===== src/rtl/instr_enc_pkg.sv =====
// instr_enc_pkg: mnemonic codes, MIPS op/func encodings, encoder FSM states and word builders
package instr_enc_pkg;

    typedef enum logic [4:0] {
        M_SLL, M_SRL, M_SRA, M_JR, M_SYSCALL, M_ADD, M_ADDU, M_SUB, M_AND, M_OR,
        M_XOR, M_NOR, M_SLT, M_SLTU, M_J, M_JAL, M_BEQ, M_BNE, M_BGEZ, M_ADDI,
        M_ADDIU, M_SLTI, M_ANDI, M_ORI, M_XORI, M_LW, M_LHU, M_SW, M_NOP, M_MOVE,
        M_LI, M_INV = 5'd31
    } mnem_e;

    localparam logic [5:0] OP_RTYPE = 6'd0, OP_REGIMM = 6'd1, OP_J = 6'd2, OP_JAL = 6'd3,
                           OP_BEQ = 6'd4, OP_BNE = 6'd5, OP_ADDI = 6'd8, OP_ADDIU = 6'd9,
                           OP_SLTI = 6'd10, OP_ANDI = 6'd12, OP_ORI = 6'd13, OP_XORI = 6'd14,
                           OP_LUI = 6'd15, OP_LW = 6'd35, OP_LHU = 6'd37, OP_SW = 6'd43;

    localparam logic [5:0] FUNC_SLL = 6'd0, FUNC_SRL = 6'd2, FUNC_SRA = 6'd3, FUNC_JR = 6'd8,
                           FUNC_SYSCALL = 6'd12, FUNC_ADD = 6'd32, FUNC_ADDU = 6'd33,
                           FUNC_SUB = 6'd34, FUNC_AND = 6'd36, FUNC_OR = 6'd37, FUNC_XOR = 6'd38,
                           FUNC_NOR = 6'd39, FUNC_SLT = 6'd42, FUNC_SLTU = 6'd43;

    typedef enum logic [1:0] {S_EMPTY, S_FULL, S_LI2} state_e;

    function automatic logic [31:0] rtype(logic [4:0] rs, logic [4:0] rt, logic [4:0] rd,
                                          logic [4:0] sh, logic [5:0] fn);
        return {OP_RTYPE, rs, rt, rd, sh, fn};
    endfunction

    function automatic logic [31:0] itype(logic [5:0] op, logic [4:0] rs, logic [4:0] rt,
                                          logic [15:0] imm);
        return {op, rs, rt, imm};
    endfunction

endpackage


===== src/rtl/instr_encoder_if.sv =====
// instr_encoder_if: request and instruction-word stream bundle of the instruction encoder
// slave  : encoder side (takes requests, drives words, in_ready and err)
// master : request source / instruction-memory sink side
interface instr_encoder_if #(parameter int ADDR_W = 10);
    logic              in_valid;
    logic              in_ready;
    logic [4:0]        in_mnem;
    logic [4:0]        in_rs;
    logic [4:0]        in_rt;
    logic [4:0]        in_rd;
    logic [4:0]        in_shamt;
    logic [31:0]       in_imm;
    logic              out_valid;
    logic              out_ready;
    logic [31:0]       out_instr;
    logic [ADDR_W-1:0] out_addr;
    logic              err;

    modport slave (
        input  in_valid, in_mnem, in_rs, in_rt, in_rd, in_shamt, in_imm, out_ready,
        output in_ready, out_valid, out_instr, out_addr, err
    );

    modport master (
        output in_valid, in_mnem, in_rs, in_rt, in_rd, in_shamt, in_imm, out_ready,
        input  in_ready, out_valid, out_instr, out_addr, err
    );
endinterface


===== src/rtl/instr_fields_enc.sv =====
// instr_fields_enc: combinational mnemonic+fields -> instruction word(s)
// in : mnem, rs, rt, rd, shamt, imm
// out: word0 (first word), word1 (second word of LI), two_word, invalid
// ENC_LI_SHORT_EN: LI with imm[31:16]==0 becomes a single ORI rt,$0,imm
module instr_fields_enc
    import instr_enc_pkg::*;
(
    input  logic [4:0]  mnem,
    input  logic [4:0]  rs,
    input  logic [4:0]  rt,
    input  logic [4:0]  rd,
    input  logic [4:0]  shamt,
    input  logic [31:0] imm,
    output logic [31:0] word0,
    output logic [31:0] word1,
    output logic        two_word,
    output logic        invalid
);
    logic li_short;
`ifdef ENC_LI_SHORT_EN
    assign li_short = imm[31:16] == 16'd0;
`else
    assign li_short = 1'b0;
`endif
    assign word1 = itype(OP_ORI, rt, rt, imm[15:0]);

    always_comb begin
        word0 = '0;
        two_word = 1'b0;
        invalid = 1'b0;
        case (mnem_e'(mnem))
            M_SLL:     word0 = rtype(5'd0, rt, rd, shamt, FUNC_SLL);
            M_SRL:     word0 = rtype(5'd0, rt, rd, shamt, FUNC_SRL);
            M_SRA:     word0 = rtype(5'd0, rt, rd, shamt, FUNC_SRA);
            M_JR:      word0 = rtype(rs, 5'd0, 5'd0, 5'd0, FUNC_JR);
            M_SYSCALL: word0 = rtype(5'd0, 5'd0, 5'd0, 5'd0, FUNC_SYSCALL);
            M_ADD:     word0 = rtype(rs, rt, rd, 5'd0, FUNC_ADD);
            M_ADDU:    word0 = rtype(rs, rt, rd, 5'd0, FUNC_ADDU);
            M_SUB:     word0 = rtype(rs, rt, rd, 5'd0, FUNC_SUB);
            M_AND:     word0 = rtype(rs, rt, rd, 5'd0, FUNC_AND);
            M_OR:      word0 = rtype(rs, rt, rd, 5'd0, FUNC_OR);
            M_XOR:     word0 = rtype(rs, rt, rd, 5'd0, FUNC_XOR);
            M_NOR:     word0 = rtype(rs, rt, rd, 5'd0, FUNC_NOR);
            M_SLT:     word0 = rtype(rs, rt, rd, 5'd0, FUNC_SLT);
            M_SLTU:    word0 = rtype(rs, rt, rd, 5'd0, FUNC_SLTU);
            M_J:       word0 = {OP_J, imm[25:0]};
            M_JAL:     word0 = {OP_JAL, imm[25:0]};
            M_BEQ:     word0 = itype(OP_BEQ, rs, rt, imm[15:0]);
            M_BNE:     word0 = itype(OP_BNE, rs, rt, imm[15:0]);
            M_BGEZ:    word0 = itype(OP_REGIMM, rs, 5'd1, imm[15:0]);
            M_ADDI:    word0 = itype(OP_ADDI, rs, rt, imm[15:0]);
            M_ADDIU:   word0 = itype(OP_ADDIU, rs, rt, imm[15:0]);
            M_SLTI:    word0 = itype(OP_SLTI, rs, rt, imm[15:0]);
            M_ANDI:    word0 = itype(OP_ANDI, rs, rt, imm[15:0]);
            M_ORI:     word0 = itype(OP_ORI, rs, rt, imm[15:0]);
            M_XORI:    word0 = itype(OP_XORI, rs, rt, imm[15:0]);
            M_LW:      word0 = itype(OP_LW, rs, rt, imm[15:0]);
            M_LHU:     word0 = itype(OP_LHU, rs, rt, imm[15:0]);
            M_SW:      word0 = itype(OP_SW, rs, rt, imm[15:0]);
            M_NOP:     word0 = '0;
            M_MOVE:    word0 = rtype(rs, 5'd0, rd, 5'd0, FUNC_ADDU);
            M_LI: begin
                word0 = li_short ? itype(OP_ORI, 5'd0, rt, imm[15:0]) : itype(OP_LUI, 5'd0, rt, imm[31:16]);
                two_word = !li_short;
            end
            default:   invalid = 1'b1;
        endcase
    end
endmodule


===== src/rtl/instr_encoder.sv =====
// instr_encoder: mnemonic requests -> addressed 32-bit MIPS instruction words
// clk, rst : clock, synchronous active-high reset
// bus      : instr_encoder_if.slave (in_* request stream, out_* word stream, sticky err)
// ENC_LI_SHORT_EN (in instr_fields_enc): single-word LI when imm[31:16]==0
module instr_encoder
    import instr_enc_pkg::*;
#(
    parameter int ADDR_W    = 10,
    parameter int BASE_ADDR = 0
) (
    input logic clk,
    input logic rst,
    instr_encoder_if.slave bus
);
    localparam logic [ADDR_W-1:0] BASE = ADDR_W'(BASE_ADDR);

    state_e      state;
    logic [31:0] word0, word1, pend;
    logic        two_word, invalid, acc, xfer;

    instr_fields_enc u_fields (
        .mnem(bus.in_mnem), .rs(bus.in_rs), .rt(bus.in_rt), .rd(bus.in_rd),
        .shamt(bus.in_shamt), .imm(bus.in_imm),
        .word0(word0), .word1(word1), .two_word(two_word), .invalid(invalid)
    );

    assign bus.in_ready = (state == S_EMPTY) || (state == S_FULL && bus.out_ready);
    assign acc = bus.in_valid && bus.in_ready;
    assign xfer = bus.out_valid && bus.out_ready;

    // pend holds the ORI half of LI while the LUI half waits in the output register
    always_ff @(posedge clk) begin
        if (rst) begin
            state <= S_EMPTY;
            bus.out_valid <= 1'b0;
            bus.out_instr <= '0;
            bus.out_addr <= BASE;
            bus.err <= 1'b0;
            pend <= '0;
        end else begin
            if (xfer) bus.out_addr <= bus.out_addr + ADDR_W'(1);
            if (acc && invalid) bus.err <= 1'b1;
            if (state == S_LI2) begin
                if (xfer) begin
                    bus.out_instr <= pend;
                    state <= S_FULL;
                end
            end else if (acc && !invalid) begin
                bus.out_instr <= word0;
                bus.out_valid <= 1'b1;
                pend <= word1;
                state <= two_word ? S_LI2 : S_FULL;
            end else if (xfer) begin
                bus.out_valid <= 1'b0;
                state <= S_EMPTY;
            end
        end
    end
endmodule


===== src/flat_wrapper.sv =====
// flat-port wrapper written by rule: the top's interface ports become plain ports
module instr_encoder_flat import instr_enc_pkg::*;
#(
    parameter int ADDR_W    = 10,
    parameter int BASE_ADDR = 0
)
  (clk, rst, bus_in_valid, bus_in_mnem, bus_in_rs, bus_in_rt, bus_in_rd, bus_in_shamt, bus_in_imm, bus_out_ready, bus_in_ready, bus_out_valid, bus_out_instr, bus_out_addr, bus_err);
  instr_encoder_if #(.ADDR_W(ADDR_W)) bus_i ();
  input logic clk;
  input logic rst;
  input wire logic [$bits(bus_i.in_valid)-1:0] bus_in_valid;
  input wire logic [$bits(bus_i.in_mnem)-1:0] bus_in_mnem;
  input wire logic [$bits(bus_i.in_rs)-1:0] bus_in_rs;
  input wire logic [$bits(bus_i.in_rt)-1:0] bus_in_rt;
  input wire logic [$bits(bus_i.in_rd)-1:0] bus_in_rd;
  input wire logic [$bits(bus_i.in_shamt)-1:0] bus_in_shamt;
  input wire logic [$bits(bus_i.in_imm)-1:0] bus_in_imm;
  input wire logic [$bits(bus_i.out_ready)-1:0] bus_out_ready;
  output wire logic [$bits(bus_i.in_ready)-1:0] bus_in_ready;
  output wire logic [$bits(bus_i.out_valid)-1:0] bus_out_valid;
  output wire logic [$bits(bus_i.out_instr)-1:0] bus_out_instr;
  output wire logic [$bits(bus_i.out_addr)-1:0] bus_out_addr;
  output wire logic [$bits(bus_i.err)-1:0] bus_err;
  assign bus_i.in_valid = bus_in_valid;
  assign bus_i.in_mnem = bus_in_mnem;
  assign bus_i.in_rs = bus_in_rs;
  assign bus_i.in_rt = bus_in_rt;
  assign bus_i.in_rd = bus_in_rd;
  assign bus_i.in_shamt = bus_in_shamt;
  assign bus_i.in_imm = bus_in_imm;
  assign bus_i.out_ready = bus_out_ready;
  assign bus_in_ready = bus_i.in_ready;
  assign bus_out_valid = bus_i.out_valid;
  assign bus_out_instr = bus_i.out_instr;
  assign bus_out_addr = bus_i.out_addr;
  assign bus_err = bus_i.err;
  instr_encoder #(.ADDR_W(ADDR_W), .BASE_ADDR(BASE_ADDR)) u_core (.clk(clk), .rst(rst), .bus(bus_i));
endmodule

===== config.mk =====
export PLATFORM = sky130hd
export DESIGN_NAME = instr_encoder_flat
export DESIGN_NICKNAME = d
export VERILOG_FILES = /design/src/rtl/instr_enc_pkg.sv /design/src/rtl/instr_encoder_if.sv /design/src/rtl/instr_fields_enc.sv /design/src/rtl/instr_encoder.sv /design/src/flat_wrapper.sv
export SDC_FILE = /design/constraint.sdc
export NUM_CORES = 1
export LEC_CHECK = 0
export BUFFER_PORTS_ARGS = -buffer_cell sky130_fd_sc_hd__buf_2
export CELL_PAD_IN_SITES_DETAIL_PLACEMENT = 0
export CELL_PAD_IN_SITES_GLOBAL_PLACEMENT = 1
export CORE_MARGIN = 2
export CORE_UTILIZATION = 39
export CTS_BUF_LIST = sky130_fd_sc_hd__clkbuf_4
export CTS_CLUSTER_DIAMETER = 40
export CTS_CLUSTER_SIZE = 10
export DETAILED_ROUTE_END_ITERATION = 6
export PLACE_DENSITY = 0.85
export SLEW_MARGIN = 20
export SYNTH_ARGS = -nofsm -noshare
export SYNTH_HDL_FRONTEND = slang
export SYNTH_SLANG_ARGS = --single-unit

===== constraint.sdc =====
create_clock -name clk -period 2.3 [get_ports clk]
set_input_delay 0.46 -clock clk [delete_from_list [all_inputs] [get_ports clk]]
set_output_delay 0.46 -clock clk [all_outputs]
set_load 0.005 [all_outputs]

==> flow_summary.yaml <==
run_status:
  status: "finished clean"
floorplanning:
  die_area_sq_um: 10090
  core_area_sq_um: 9153
  std_cell_rows: 35
  die_h_um: 100.5
  start_util_pct: 39.64
  die_w_um: 100.5
  io_pins: 106
layout:
  drive_above_1_share_pct: 29.33
  diodes: 0
  layout_commonest_cell: "buf_2"
  syn_to_final_growth_pct: 22.76
  post-route-util_pct: 48.67
  nets: 625
  final_cell_mix: "104 x buf_2, 80 x nand2_1, 67 x dfxtp_1"
logic_synthesis:
  synth-warning-count: 0
  synth_area_sq_um: 3628
  synthArstFlopShare_pct: 0
  avgSynthCellArea_sq_um: 7.940
  syn_inst: 457
  synth_top_area_share_pct: 36.97
  ys_seq_area_share_pct: 36.97
  synth-seq-cells: 67
  synth-main-ff-cell: "dfxtp_1"
  syn-num-nets: 519
  synth_top_cell_by_area: "dfxtp_1"
  synth_edf_count: 0
  synth.area.top_cells: "dfxtp_1 37%, nand2_1 8.3%, a21oi_1 5.8%"
  yosysUniqueCellTypes: 64
critical_path:
  worst-path-max-fanout: 20
  cp-start-kind: "input port"
  crit_path_end_kind: "flop"
  crit_cells: 7
  cp.required_ns: 2.64
  rrSetupSlack_ns: 0.60
  max_stage_delay_ns: 0.62
  timing.rr.end: "u_core.bus.out_instr[18]"
  arrival_ns: 2.07
  r2r_start: "u_core.state[0]"
  worstSetupPathType: "input port to flop"
  cp-endpoint: "u_core.bus.out_instr[7]"
  crit_chain: "buf_2 -> buf_4 -> a2111oi_2 -> and2_1 -> a221o_1 -> a221oi_1 -> nor3_1"
  critPathLaunch: "bus_in_mnem[3]"
  critPathBufInv: 2
  critical-path-top-delay-family: "compound AO/OA/AOI/OAI gates"
  crit_slowest_cell: "a2111oi_2"
  r2r_cells: 6
timing:
  post-route-min-period_ns: 1.731
  setup_viol: 0
  rsz0062_at_grt: "false"
  slew_headroom_pct: 50.99
  setup_tns_ns: 0
  drv_slew: 0
  period_share_pct: 75.28
  worstMarginPinSlew_ns: 0.7352
  skew_ns: 0.01605
  fmax_mhz: 577.6
  hold_violations: 0
pwr:
  vdd_drop_max_v: 0.0002977
  power.density_nw_per_um2: 579.2
  p_leak_nw: 1.894
cts:
  cts_buffer_depth: 2
  htreeDepth: 3
  cts_resized: 0
  postCtsSetupBuffers: 0
  numCtsBuffers: 9
  clkTransAtPathRegs_ns: 0.12
  root_buffer: "clkbuf_4"
  cts.sinks: 67
  clkLatencyLatePin_ns: 0.42
  cts_tree: "done"
  hold_buffers: 0
global_routing:
  antenna_found_initial: 0
  grt_first_pass_wirelength_mm: 18.91
  grt.overflow.total: 0
  grt_max_degree: 37
  grtUsageTotal_pct: 23.88
  grt_pass1_vias: 3722
detailed_routing:
  drtPass1Iterations: 4
  wire_per_inst_um: 17.37
  vias_per_cell: 5.647
  finalWirelength_mm: 11.76
  drc: 0
  drtIter0Drc: 193
  drtAntennaViolNets: 0
  via_count: 3823
place:
  portBuffers: 104
  globalplace.congestion: 0.8785
  dp_hpwl_mm: 8.754
job:
  drv_cap: 0
min_path:
  hp-class: "input port to flop"
  holdCritStartpoint: "bus_in_rs[0]"
-- cell families (layout without fill, tap and decap cells) --
family	count (synthesis)	after routing	share of synthesized area (%)
AO/OA/AOI/OAI	138	138	28.28
XOR/XNOR	12	12	2.897
flip-flops	67	67	36.97
AND/OR/NAND/NOR	191	191	24.69
adder cells (fa/ha/maj)	1	1	0.3448
other	1	1	0.1033
buffers and inverters	47	156	6.724
-- worst reg2reg max path, stage by stage, from the launching register on --
cell and delay (ns):
dfxtp_1 0.38, a211oi_2 0.29, buf_4 0.20, a21o_1 0.15
buf_12 0.19, nor2_1 0.07, a311oi_1 0.32
-- worst min path at each step --
stage | endpoint | slack [ns] | depth (start not counted)
floorplan | u_core.pend[22] | 0.43 | 2
global placement | u_core.bus.out_instr[2] | 0.44 | 2
detailed placement | u_core.bus.out_instr[27] | 0.45 | 2
CTS | u_core.bus.out_instr[21] | 0.26 | 3
global route | u_core.pend[15] | 0.25 | 3
finish | u_core.bus.out_instr[21] | 0.28 | 3
-- per-layer routing --
layer	vias up	share of wire (%)	GRT usage (%)
met3	23	5.6	4.854
met2	143	46	39.13
met5	-	0	0
li1	1848	-	-
met4	0	2.2	7.587
met1	1809	46	31.63
-- stage by stage --
stage	instances	power [W]	area [sq um]	hold slack (ns)	setup WS, ns
6_report	677	0.002580	4454	0.2830	0.5687
5_1_grt	677	0.002727	4454	0.2481	0.4336
4_1_cts	677	0.002600	4454	0.2586	0.6062
3_5_place_dp	663	0.001864	4330	0.4452	0.1698
3_3_place_gp	663	0.001856	4330	0.4420	0.1804
2_1_floorplan	457	0.001632	3628	0.4332	0.3832
-- synth_stat cells (7+ instances only) --
cell	instances
clkbuf_1	13
o21ai_0	14
nand2b_1	7
nor2_1	46
buf_2	15
nor3_1	13
a21oi_1	42
xnor2_1	7
a311oi_1	9
and2_1	8
a211oi_1	13
dfxtp_1	67
nand2_1	80
nor3b_1	8
-- sequential cells by signal, indices dropped and copies added (netlist names) --
signal / count
u_core.state: 2
u_core.pend: 22
u_core.bus.err: 1
u_core.bus.out_addr: 10
u_core.bus.out_instr: 31
u_core.bus.out_valid: 1
-- power breakdown --
part	total, W	internal (W)	switching (W)	leakage (nW)
logic	0.000563	0.000245	0.000319	1.28
registers	0.00128	0.00123	0.0000455	0.551
clock network	0.000737	0.000318	0.000419	0.0676
-- final cells by class --
| type | instances | area, sq um |
|---|---|---|
| repair buffers | 135 | 778.2 |
| flip-flops and latches | 67 | 1341 |
| clock inverters | 5 | 56.30 |
| clock buffers | 9 | 67.56 |
| well taps | 111 | 138.9 |
| inverters | 7 | 26.28 |
| multi-input cells | 343 | 2046 |
| fillers | 922 | 4698 |
Note: power is estimated with default switching activity, not from simulation.
